[src/rtl/dm_arbiter.sv]
// Two-port arbiter sharing a single-ported data memory between the CPU (port 0)
// and the image-load/accelerator port (port 1). Build option: DM_ARB_FIXED_PRI_EN.
module dm_arbiter #(
    parameter int ADDR_W = 13,
    parameter int DATA_W = 32
) (
    input  logic              clk,
    input  logic              rst,
    input  logic              req0,
    input  logic              req1,
    input  logic              we0,
    input  logic              we1,
    input  logic [ADDR_W-1:0] addr0,
    input  logic [ADDR_W-1:0] addr1,
    input  logic [DATA_W-1:0] wdata0,
    input  logic [DATA_W-1:0] wdata1,
    input  logic              lock1,
    output logic              gnt0,
    output logic              gnt1,
    output logic              rvalid0,
    output logic              rvalid1,
    output logic [DATA_W-1:0] rdata,
    output logic [ADDR_W-1:0] dm_addr,
    output logic              dm_re,
    output logic              dm_we,
    output logic [DATA_W-1:0] dm_wrt_data,
    input  logic [DATA_W-1:0] dm_rd_data
);

    typedef enum logic {
        S_ARB,
        S_LOCK1
    } state_t;

    state_t            r_state;
    logic              r_last;
    logic [ADDR_W-1:0] r_addr;
    logic [DATA_W-1:0] r_wdata;
    logic              r_rvalid0;
    logic              r_rvalid1;

    logic              w_sel1;
    logic              w_gnt0;
    logic              w_gnt1;
    logic              w_any;
    logic              w_we;
    logic [ADDR_W-1:0] w_addr;
    logic [DATA_W-1:0] w_wdata;

    // A lock only holds while port 1 keeps both req1 and lock1 high; otherwise
    // the cycle is arbitrated normally even while still in S_LOCK1.
    always_comb begin
        w_sel1 = 1'b0;
        if (r_state == S_LOCK1 && req1 && lock1) begin
            w_sel1 = 1'b1;
        end else if (req0 && req1) begin
`ifdef DM_ARB_FIXED_PRI_EN
            w_sel1 = 1'b0;
`else
            w_sel1 = ~r_last;
`endif
        end else begin
            w_sel1 = req1;
        end
    end

    assign w_gnt0  = req0 & ~w_sel1 & ~rst;
    assign w_gnt1  = req1 &  w_sel1 & ~rst;
    assign w_any   = w_gnt0 | w_gnt1;
    assign w_we    = w_sel1 ? we1    : we0;
    assign w_addr  = w_sel1 ? addr1  : addr0;
    assign w_wdata = w_sel1 ? wdata1 : wdata0;

    assign gnt0        = w_gnt0;
    assign gnt1        = w_gnt1;
    assign dm_we       = w_any & w_we;
    assign dm_re       = w_any & ~w_we;
    assign dm_addr     = w_any ? w_addr  : r_addr;
    assign dm_wrt_data = w_any ? w_wdata : r_wdata;
    assign rvalid0     = r_rvalid0;
    assign rvalid1     = r_rvalid1;
    assign rdata       = dm_rd_data;

    always_ff @(posedge clk) begin
        if (rst) begin
            r_state   <= S_ARB;
            r_last    <= 1'b1;
            r_addr    <= '0;
            r_wdata   <= '0;
            r_rvalid0 <= 1'b0;
            r_rvalid1 <= 1'b0;
        end else begin
            r_rvalid0 <= w_gnt0 & ~we0;
            r_rvalid1 <= w_gnt1 & ~we1;
            r_state   <= (w_gnt1 && lock1) ? S_LOCK1 : S_ARB;
            if (w_any) begin
                r_last  <= w_gnt1;
                r_addr  <= w_addr;
                r_wdata <= w_wdata;
            end
        end
    end

endmodule

[config.mk]
export PLATFORM = sky130hd
export DESIGN_NAME = dm_arbiter
export DESIGN_NICKNAME = d
export VERILOG_FILES = /design/src/rtl/dm_arbiter.sv
export SDC_FILE = /design/constraint.sdc
export NUM_CORES = 1
export LEC_CHECK = 0
export BUFFER_PORTS_ARGS = -buffer_cell sky130_fd_sc_hd__buf_4
export CORE_UTILIZATION = 47
export CTS_BUF_LIST = sky130_fd_sc_hd__clkbuf_8
export CTS_CLUSTER_DIAMETER = 120
export CTS_CLUSTER_SIZE = 10
export DETAILED_ROUTE_END_ITERATION = 16
export PLACE_DENSITY_LB_ADDON = 0.12
export SLEW_MARGIN = 20
export SYNTH_ARGS = -nofsm -noshare
export SYNTH_HDL_FRONTEND = slang
export SYNTH_SLANG_ARGS = --single-unit
[constraint.sdc]
create_clock -name clk -period 3.2 [get_ports clk]
set_input_delay 0.48 -clock clk [delete_from_list [all_inputs] [get_ports clk]]
set_output_delay 0.48 -clock clk [all_outputs]
set_load 0.05 [all_outputs]
# Yosys cells after proc, flatten, opt, wreduce, memory -nomap -nowiden
# Cells that the tools add are included.
dict set report classes {
  mux 8
  n_bitwise 15
  n_reduce_logical 4
}
# cell n
set op_table {}
lappend op_table {{$mux 32} 2}
lappend op_table {{$mux 13} 2}
lappend op_table {{$and 1x1->1} 8}
lappend op_table {{$not 1->1} 6}
lappend op_table {{$logic_and 1x1->1} 4}
lappend op_table {{$mux 1} 4}
lappend op_table {{$or 1x1->1} 1}
dict set report totals {
  register_bits 49
  in_bits 129
  out_inout_bits 83
  word_cells 33
}

# Longest topological paths before layout
# Gate-level depths: netlist (run 1).
dict set report logic_depth {
  word_depth 8
  mapped_depth 7
  ltp_nobuf 4
}

# Worst setup path after synthesis (run 1)
# OpenSTA, ideal clock, no wires.
dict set report synth_path {
  path_type {input-to-output}
  startpoint {input port req0}
  endpoint {output port dm_we}
  arrival_time_ps 2120
  required_ps 2720
  path_slack_ps 600
  cell_stages 6
  n_path_buf 2
  cell_sequence {buf_2 -> nand2_1 -> o21ai_2 -> buf_4 -> mux2i_1 -> nor3_1}
}
dict set report synth_via {
  elab_chain_cells 8
  word_cells_on_any_way 11
  cone_classes {mux: 3; bitwise: 7; reduce/logical: 1}
}
# item line_no
set synth_lines {}
lappend synth_lines {{from (decl)} 9} ;# input logic req0,
lappend synth_lines {{$logic_and 1x1->1} 56} ;# end else if (req0 && req1) begin
lappend synth_lines {{$mux 1} 56}
lappend synth_lines {{$mux 1} 54} ;# if (r_state == S_LOCK1 && req1 && lock1) begin
lappend synth_lines {{$not 1->1} 67} ;# assign w_gnt0 = req0 & ~w_sel1 & ~rst;
lappend synth_lines {{$and 1x1->1 (2 in a row)} 67}
lappend synth_lines {{$or 1x1->1} 69} ;# assign w_any = w_gnt0 | w_gnt1;
lappend synth_lines {{$and 1x1->1 (*)} 76} ;# assign dm_we = w_any & w_we;
lappend synth_lines {{to (decl)} 25} ;# output logic dm_we,
# Every way passes the cells marked *; elsewhere a longest branch is shown, timed or not.

# Worst setup path in the final report (run 1)
dict set report layout_path {
  startpoint {input port lock1}
  endpoint {output port dm_re}
}
dict set report layout_via {
  elab_chain_cells 7
  word_cells_on_any_way 11
  cone_classes {mux: 2; bitwise: 8; reduce/logical: 1}
}
# item line_no
set layout_lines {}
lappend layout_lines {{from (decl)} 17} ;# input logic lock1,
lappend layout_lines {{$logic_and 1x1->1 (*)} 54}
lappend layout_lines {{$mux 1 (*)} 54}
lappend layout_lines {{$not 1->1} 67}
lappend layout_lines {{$and 1x1->1 (2 in a row)} 67}
lappend layout_lines {{$or 1x1->1} 69}
lappend layout_lines {{$and 1x1->1 (*)} 77} ;# assign dm_re = w_any & ~w_we;
lappend layout_lines {{to (decl)} 24} ;# output logic dm_re,
# Marked as above.

==> key figures, run 1 <==
Timing
  – Final period utilization: 76.0%
  – RSZ-0062 raised after global routing: no
  – Slew @ Worst Pin: between 0.5 and 0.6 ns
  – Pins Over Slew Limit: 0
  – WHS: between 0.3 and 0.4 ns
  – Worst Slack Setup Final: just under 0.8 ns
  – Fin Setup TNS: 0 ns
  – Fin crit period: between 2 and 2.5 ns
  – Setup violators final: 0
  – Clk_skew: 0.00418 ns
  – Final Hold Vio Count: 0
  – Slew margin rel.: 62.4%
  – Peak Freq: around 400 MHz

Power and ir drop
  – Internal power: between 1000 and 1500 uW
  – Leakage: 0.00218 uW
  – Peak VDD IR: 0.213 mV
  – Switching Fraction: between 30% and 40%
  – Design Power: 1820 uW
  – Pwr/cell area: about 430 mW/mm2
  – Sequential share of power: a little under two fifths
  – Gate power share: between 40% and 50%
  – Switch Pwr: slightly above 700 uW
  – Clock network power share: 19.1%

CTS
  – CTS Hold Bufs: 0
  – CTS tree: done
  – CTS sink cnt: about 50
  – Clk_lat worst skew: 0.30 ns
  – Reg clk slew, reported paths: ~0.08 ns
  – CTS root buf: clkbuf_8
  – Clock buffer depth: 2
  – # Post-CTS Setup Buffers: 0
  – H-tree Lvls: 2
  – PostCTS Resize Cnt: 0
  – CTS buffer count: 5

Run status
  – Run status: complete, no violations

Synth
  – Syn Area/Cell: between 8 and 9 um2
  – Top post-synthesis cells by area: dfxtp_1 (30%), mux2i_1 (28%), nor2_1 (11%)
  – Area share of the largest cell type after synthesis: 29.9%
  – Sequential share of the synthesized area: between 20 and 30%
  – Flops & latches, synth: between 40 and 50
  – Syn Nets: 531
  – Ys Warns: 0
  – Synth Instances: about 400
  – Post-Syn Area: ~0.0033 mm2
  – Largest area contributor in the netlist: dfxtp_1
  – Post-synth cell types: 16

Flow run
  – Max_cap viols: 0

Cells and area
  – Commonest non-fill, non-tap cell in the layout: buf_4
  – Area grow syn2layout: 29.9%
  – Nets: between 600 and 700
  – Most frequent cells in the layout: buf_4 (151), nor2_1 (92), mux2i_1 (91), dfxtp_1 (49)
  – Share of post-route cells with drive strength above 1: between 30 and 40%
  – Antenna diodes: 0
  – Fillers: 616

Critical path
  – R2r endpoint: r_addr[11]$_SDFF_PP0_
  – Startpoint types: input pin
  – Critical path type: input pin to primary output
  – Crit. End Element: primary output
  – Data required time of the worst path: roughly 2.7 ns
  – Worst Path Arrival: 1.95 ns
  – R2R cell count: 5
  – R2R setup slack: around 1.7 ns
  – Reg2Reg Launch Point: r_last$_SDFFE_PP1P_
  – Crit path max fanout: 76

Detailed routing
  – DRT Wirelength: ~8200 um
  – Final antenna-violating net count: 0
  – Residual DRC count: 0
  – Via count: approximately 3.1k
  – Via density: around 5.4
  – DRT Pass-1 Iters: 4
  – Starting DRT DRC Count: 117
  – Routed wire per std cell: 14.3 um

Worst hold path
  – Worst Hold Depth: 2
  – WHS Endpoint: rvalid1$_SDFF_PP0_
  – Hold Path Origin: we1
  – Hold WC Path Type: input pin to register

Floorplanning
  – Std-Cell Rows: 30
  – Die Area: between 0.007 and 0.008 mm2
  – Top Ports: around 210
  – Starting density of the core: between 40% and 50%
  – Die Span X: approximately 86 um
  – Die Ht: ~86 um
  – CORE AREA: 0.00676 mm2

Placement
  – Dpl hpwl: approximately 5700 um
  – Pre-CTS WS: ~0.78 ns
  – RD Place Congestion: ~0.76
  – Buffers on Ports: roughly 150

GRT
  – Total congestion overflow: 0
  – Vias in the first global route: 2,935
  – Initial antenna violation count: 0
  – First-pass GRT wire length: about 13,000 um
  – Gr usage total: about 22%
  – Largest net degree at the start of global routing: 77
-- sequential cells by signal, summed over array words and instances, names as in the netlist --
name     count
r_last       1
r_addr      13
rvalid1      1
r_wdata     32
r_state      1
rvalid0      1
-- layout make-up --
cell class                 count  area [um2]  area share (%)
clock buffer                   5        68.8            1.61
clock inverter                 3        11.3           0.264
multi-input combinational    285        1910            44.8
sequential                    49         981            23.0
tap                           80         100            2.35
timing repair buffer         154        1190            28.0
-- critical path: stages --
cell     delay (ns)
buf_4          0.11
and2_1         0.17
o21ai_4        0.19
buf_12         0.32
mux2i_1        0.27
and2_1         0.15
buf_4          0.19
-- per-stage QoR --
stage	instances	area (um2)	util, %
detailed placement	568	4180	61.9
floorplan	402	3280	-
CTS	576	4260	63.1
global route	576	4260	63.1
global placement	568	4180	61.9
finish	576	4260	63.1
-- metal layers --
layer  vias to the layer above  GRT usage (%)  wire, um
met5                         -              0         0
met4                         0           6.21       139
met3                        22           5.10       457
met2                        91           40.5      4090
met1                      1426           25.6      3540
li1                       1578              -         -
-- cells in the mapped netlist --
cell type and count:
buf_2 16, a21oi_1 45, and3b_1 1, clkbuf_1 17
and2_1 3, nand2b_1 1, nor2b_1 1, nor2_1 93
mux2i_1 91, o21ai_2 1, nor3_1 2, dfxtp_1 49
a211oi_1 45, nand3b_1 1, nand2_1 1, buf_4 35
-- power groups by stage --
| stage | clock network, uW | registers [uW] | logic [uW] |
|---|---|---|---|
| final | 347 | 687 | 786 |
| after global routing | 386 | 694 | 841 |
| after CTS | 359 | 687 | 791 |
| after detailed placement | 0 | 700 | 788 |
| after global placement | 0 | 699 | 778 |
| after floorplan | 0 | 698 | 632 |
-- worst max-delay path by stage --
stage,start,end,slack (ns),depth (start not counted)
after floorplan,req0,dm_we,0.60,6
after global placement,lock1,dm_re,0.82,7
after detailed placement,lock1,dm_re,0.78,7
after CTS,r_state$_SDFF_PP0_,dm_re,0.78,6
after global routing,r_last$_SDFFE_PP1P_,dm_re,0.65,6
final,lock1,dm_re,0.77,7
-- kinds of logic after synthesis --
| group | after synthesis | synth area share [%] |
|---|---|---|
| DFF | 49 | 29.9 |
| buffers and inverters | 68 | 12.4 |
| muxes | 91 | 27.8 |
| and+or+nand+nor | 103 | 12.5 |
| AOI/OAI and AO/OA | 91 | 17.4 |
Power figures use the tool's default switching activity.
==> run 2: changes to the inputs <==
- CORE_UTILIZATION: 47 -> 40
- clock period: 3.2 -> 2.2 ns (I/O delays scaled with it)
==> run 2 against run 1 <==
  * Wire length grew 19%
  * Global-route usage decreased by 2.0 points
  * Combinational power is 82% higher
  * Via count up 5.5%
  * Clock power grew 47%
  * Worst hold slack lost 0.14 ns
  * Cell area increased by 20%
  * Clock-buffer cell count is the same
  * Sequential share of layout area decreased by 3.9 points
  * Clock skew increased by 0.0041 ns
  * Flip-flop and latch count did not move
  * First-iteration DRC count is 31% lower
==> key figures, run 2 (synthesis gave the netlist of run 1 again) <==
Run status
  – Run status: complete, no violations

Detailed routing
  – Residual DRC count: 0
  – Via count: between 3k and 4k
  – Via density: roughly 5.3
  – Routed wire per std cell: around 16 um
  – DRT Pass-1 Iters: 4
  – DRT Wirelength: around 9800 um
  – Starting DRT DRC Count: between 80 and 90
  – Final antenna-violating net count: 0

Cells and area
  – Commonest non-fill, non-tap cell in the layout: buf_4
  – Most frequent cells in the layout: buf_4 (137), nor2_1 (92), mux2i_1 (67), dfxtp_1 (49), a211oi_1 (45)
  – Post-layout instance area: 0.00513 mm2
  – Share of post-route cells with drive strength above 1: 48.1%
  – Biggest regs: r_wdata: 32 flops, r_addr: 13 flops
  – Nets: ~650
  – Antenna diodes: 0
  – Non-filler cells, final: between 600 and 700
  – Most flop-heavy register: r_wdata
  – Fin util: approximately 65%
  – Max reg flops: 32
  – Area grow syn2layout: 56.3%

GRT
  – Initial antenna violation count: 0
  – Largest net degree at the start of global routing: 65
  – Vias in the first global route: roughly 3k
  – First-pass GRT wire length: between 10,000 and 15,000 um
  – Gr usage total: 20.1%
  – Total congestion overflow: 0

Critical path
  – Critical path type: register to primary output
  – Startpoint types: register
  – CP peak stage delay: 0.31 ns
  – Data required time of the worst path: around 1.9 ns
  – R2R setup slack: roughly 0.6 ns
  – Worst Path Arrival: 1.87 ns
  – Crit path max fanout: 8
  – R2R cell count: 8
  – R2r endpoint: r_wdata[27]$_SDFF_PP0_
  – Crit-path slowest cell: dfxtp_1
  – Crit path buffers/inverters: 3
  – Cell mode on critical path: buf_12
  – Crit. End Element: primary output
  – Start point of the critical path: r_state$_SDFF_PP0_
  – Reg2Reg Launch Point: r_state$_SDFF_PP0_
  – Crit path cell chain: and2_4 -> o21ai_4 -> buf_12 -> buf_12 -> mux2i_2 -> a21oi_2 -> buf_6
  – CP delay by family, top: buffers and inverters

Timing
  – Fin Setup TNS: 0 ns
  – Slew margin rel.: approximately three fifths
  – Fin crit period: about 2.2 ns
  – Clk_skew: about 0.0083 ns
  – Peak Freq: between 400 and 500 MHz
  – Slew @ Worst Pin: approximately 0.59 ns
  – Setup violators final: 0
  – RSZ-0062 raised after global routing: yes
  – Worst Slack Setup Final: between 0.002 and 0.003 ns
  – Final period utilization: between 90 and 100%
  – Pins Over Slew Limit: 0
  – Final Hold Vio Count: 0

Floorplanning
  – Die Area: between 0.008 and 0.009 mm2
  – Die Span X: around 93 um
  – Die Ht: 92.6 um
  – Std-Cell Rows: 32
  – CORE AREA: about 0.008 mm2
  – Starting density of the core: a little over two fifths
  – Top Ports: about 210

Placement
  – Pre-CTS WS: approximately 0.15 ns
  – Buffers on Ports: approximately 150
  – DP Cell Count: between 500 and 600
  – Area after DPL: between 0.004 and 0.005 mm2
  – RD Place Congestion: 0.782
  – Dpl hpwl: 6150 um

CTS
  – CTS tree: done
  – Reg clk slew, reported paths: 0.09 ns
  – CTS root buf: clkbuf_8
  – H-tree Lvls: 2
  – CTS Hold Bufs: 0
  – CTS sink cnt: just under 50
  – Clock buffer depth: 2
  – Clk_lat worst skew: around 0.30 ns
  – CTS buffer count: 5

Power and ir drop
  – Leakage: roughly 0.0024 uW
  – Pwr/cell area: ~570 mW/mm2
  – Peak VDD IR: approximately 0.3 mV

Worst hold path
  – Hold Path Origin: we1
  – Worst Hold Depth: 2
  – WHS Endpoint: rvalid1$_SDFF_PP0_
  – Hold WC Path Type: input pin to register

Flow run
  – Max_cap viols: 0
## run 2: cell types whose count changed in the layout (fill, tap and decap cells not counted), moves of 2 or more
cell and change:
clkbuf_16 +9, buf_4 -14, mux2i_1 -24, a21oi_1 -40, buf_16 +2, buf_6 +24
mux2i_2 +10, a21oi_2 +40, mux2i_4 +14
## run 2: routing by layer
metal | GRT usage (%) | vias to the layer above | share of wire (%)
met1 | 24.3 | 1519 | 42
met3 | 3.61 | 41 | 4.8
met2 | 33.7 | 104 | 49
li1 | - | 1624 | -
met4 | 10.8 | 0 | 3.6
met5 | 0 | - | 0
## run 2: stage by stage
step	power (uW)	hold WS [ns]
6_report	2940	0.199
3_3_place_gp	2230	0.464
2_1_floorplan	1990	0.402
5_1_grt	3090	0.187
3_5_place_dp	2250	0.466
4_1_cts	2760	0.175
## run 2: worst max path at each step
stage                           endpoint  slack [ns]  cells after the start
final                         dm_addr[8]       0.003                      7
after global routing         dm_addr[10]       -0.06                      7
after CTS                          dm_re        0.02                      6
after detailed placement      dm_addr[1]        0.15                      8
after global placement        dm_addr[6]        0.18                      8
after floorplan           dm_wrt_data[0]       -0.09                      6
## run 2: layout make-up
type	count	area, um2
clock buffer	5	68.8
clock inverter	3	11.3
fill	678	2720
multi-input combinational	285	2280
sequential	49	981
tap	102	128
timing repair buffer	176	1660
## run 2: power breakdown
group	total, uW	switching (uW)	internal, uW
logic	1430	818	616
clock network	510	297	213
registers	1000	37.7	963
total	2940	1150	1790
## run 2: timing repair
action | in CTS | in global routing
pin swaps | 0 | 6
endpoints found under the setup margin | 2 | 25
gates cloned | 0 | 9
setup buffers | 0 | 7
resized for setup | 2 | 66
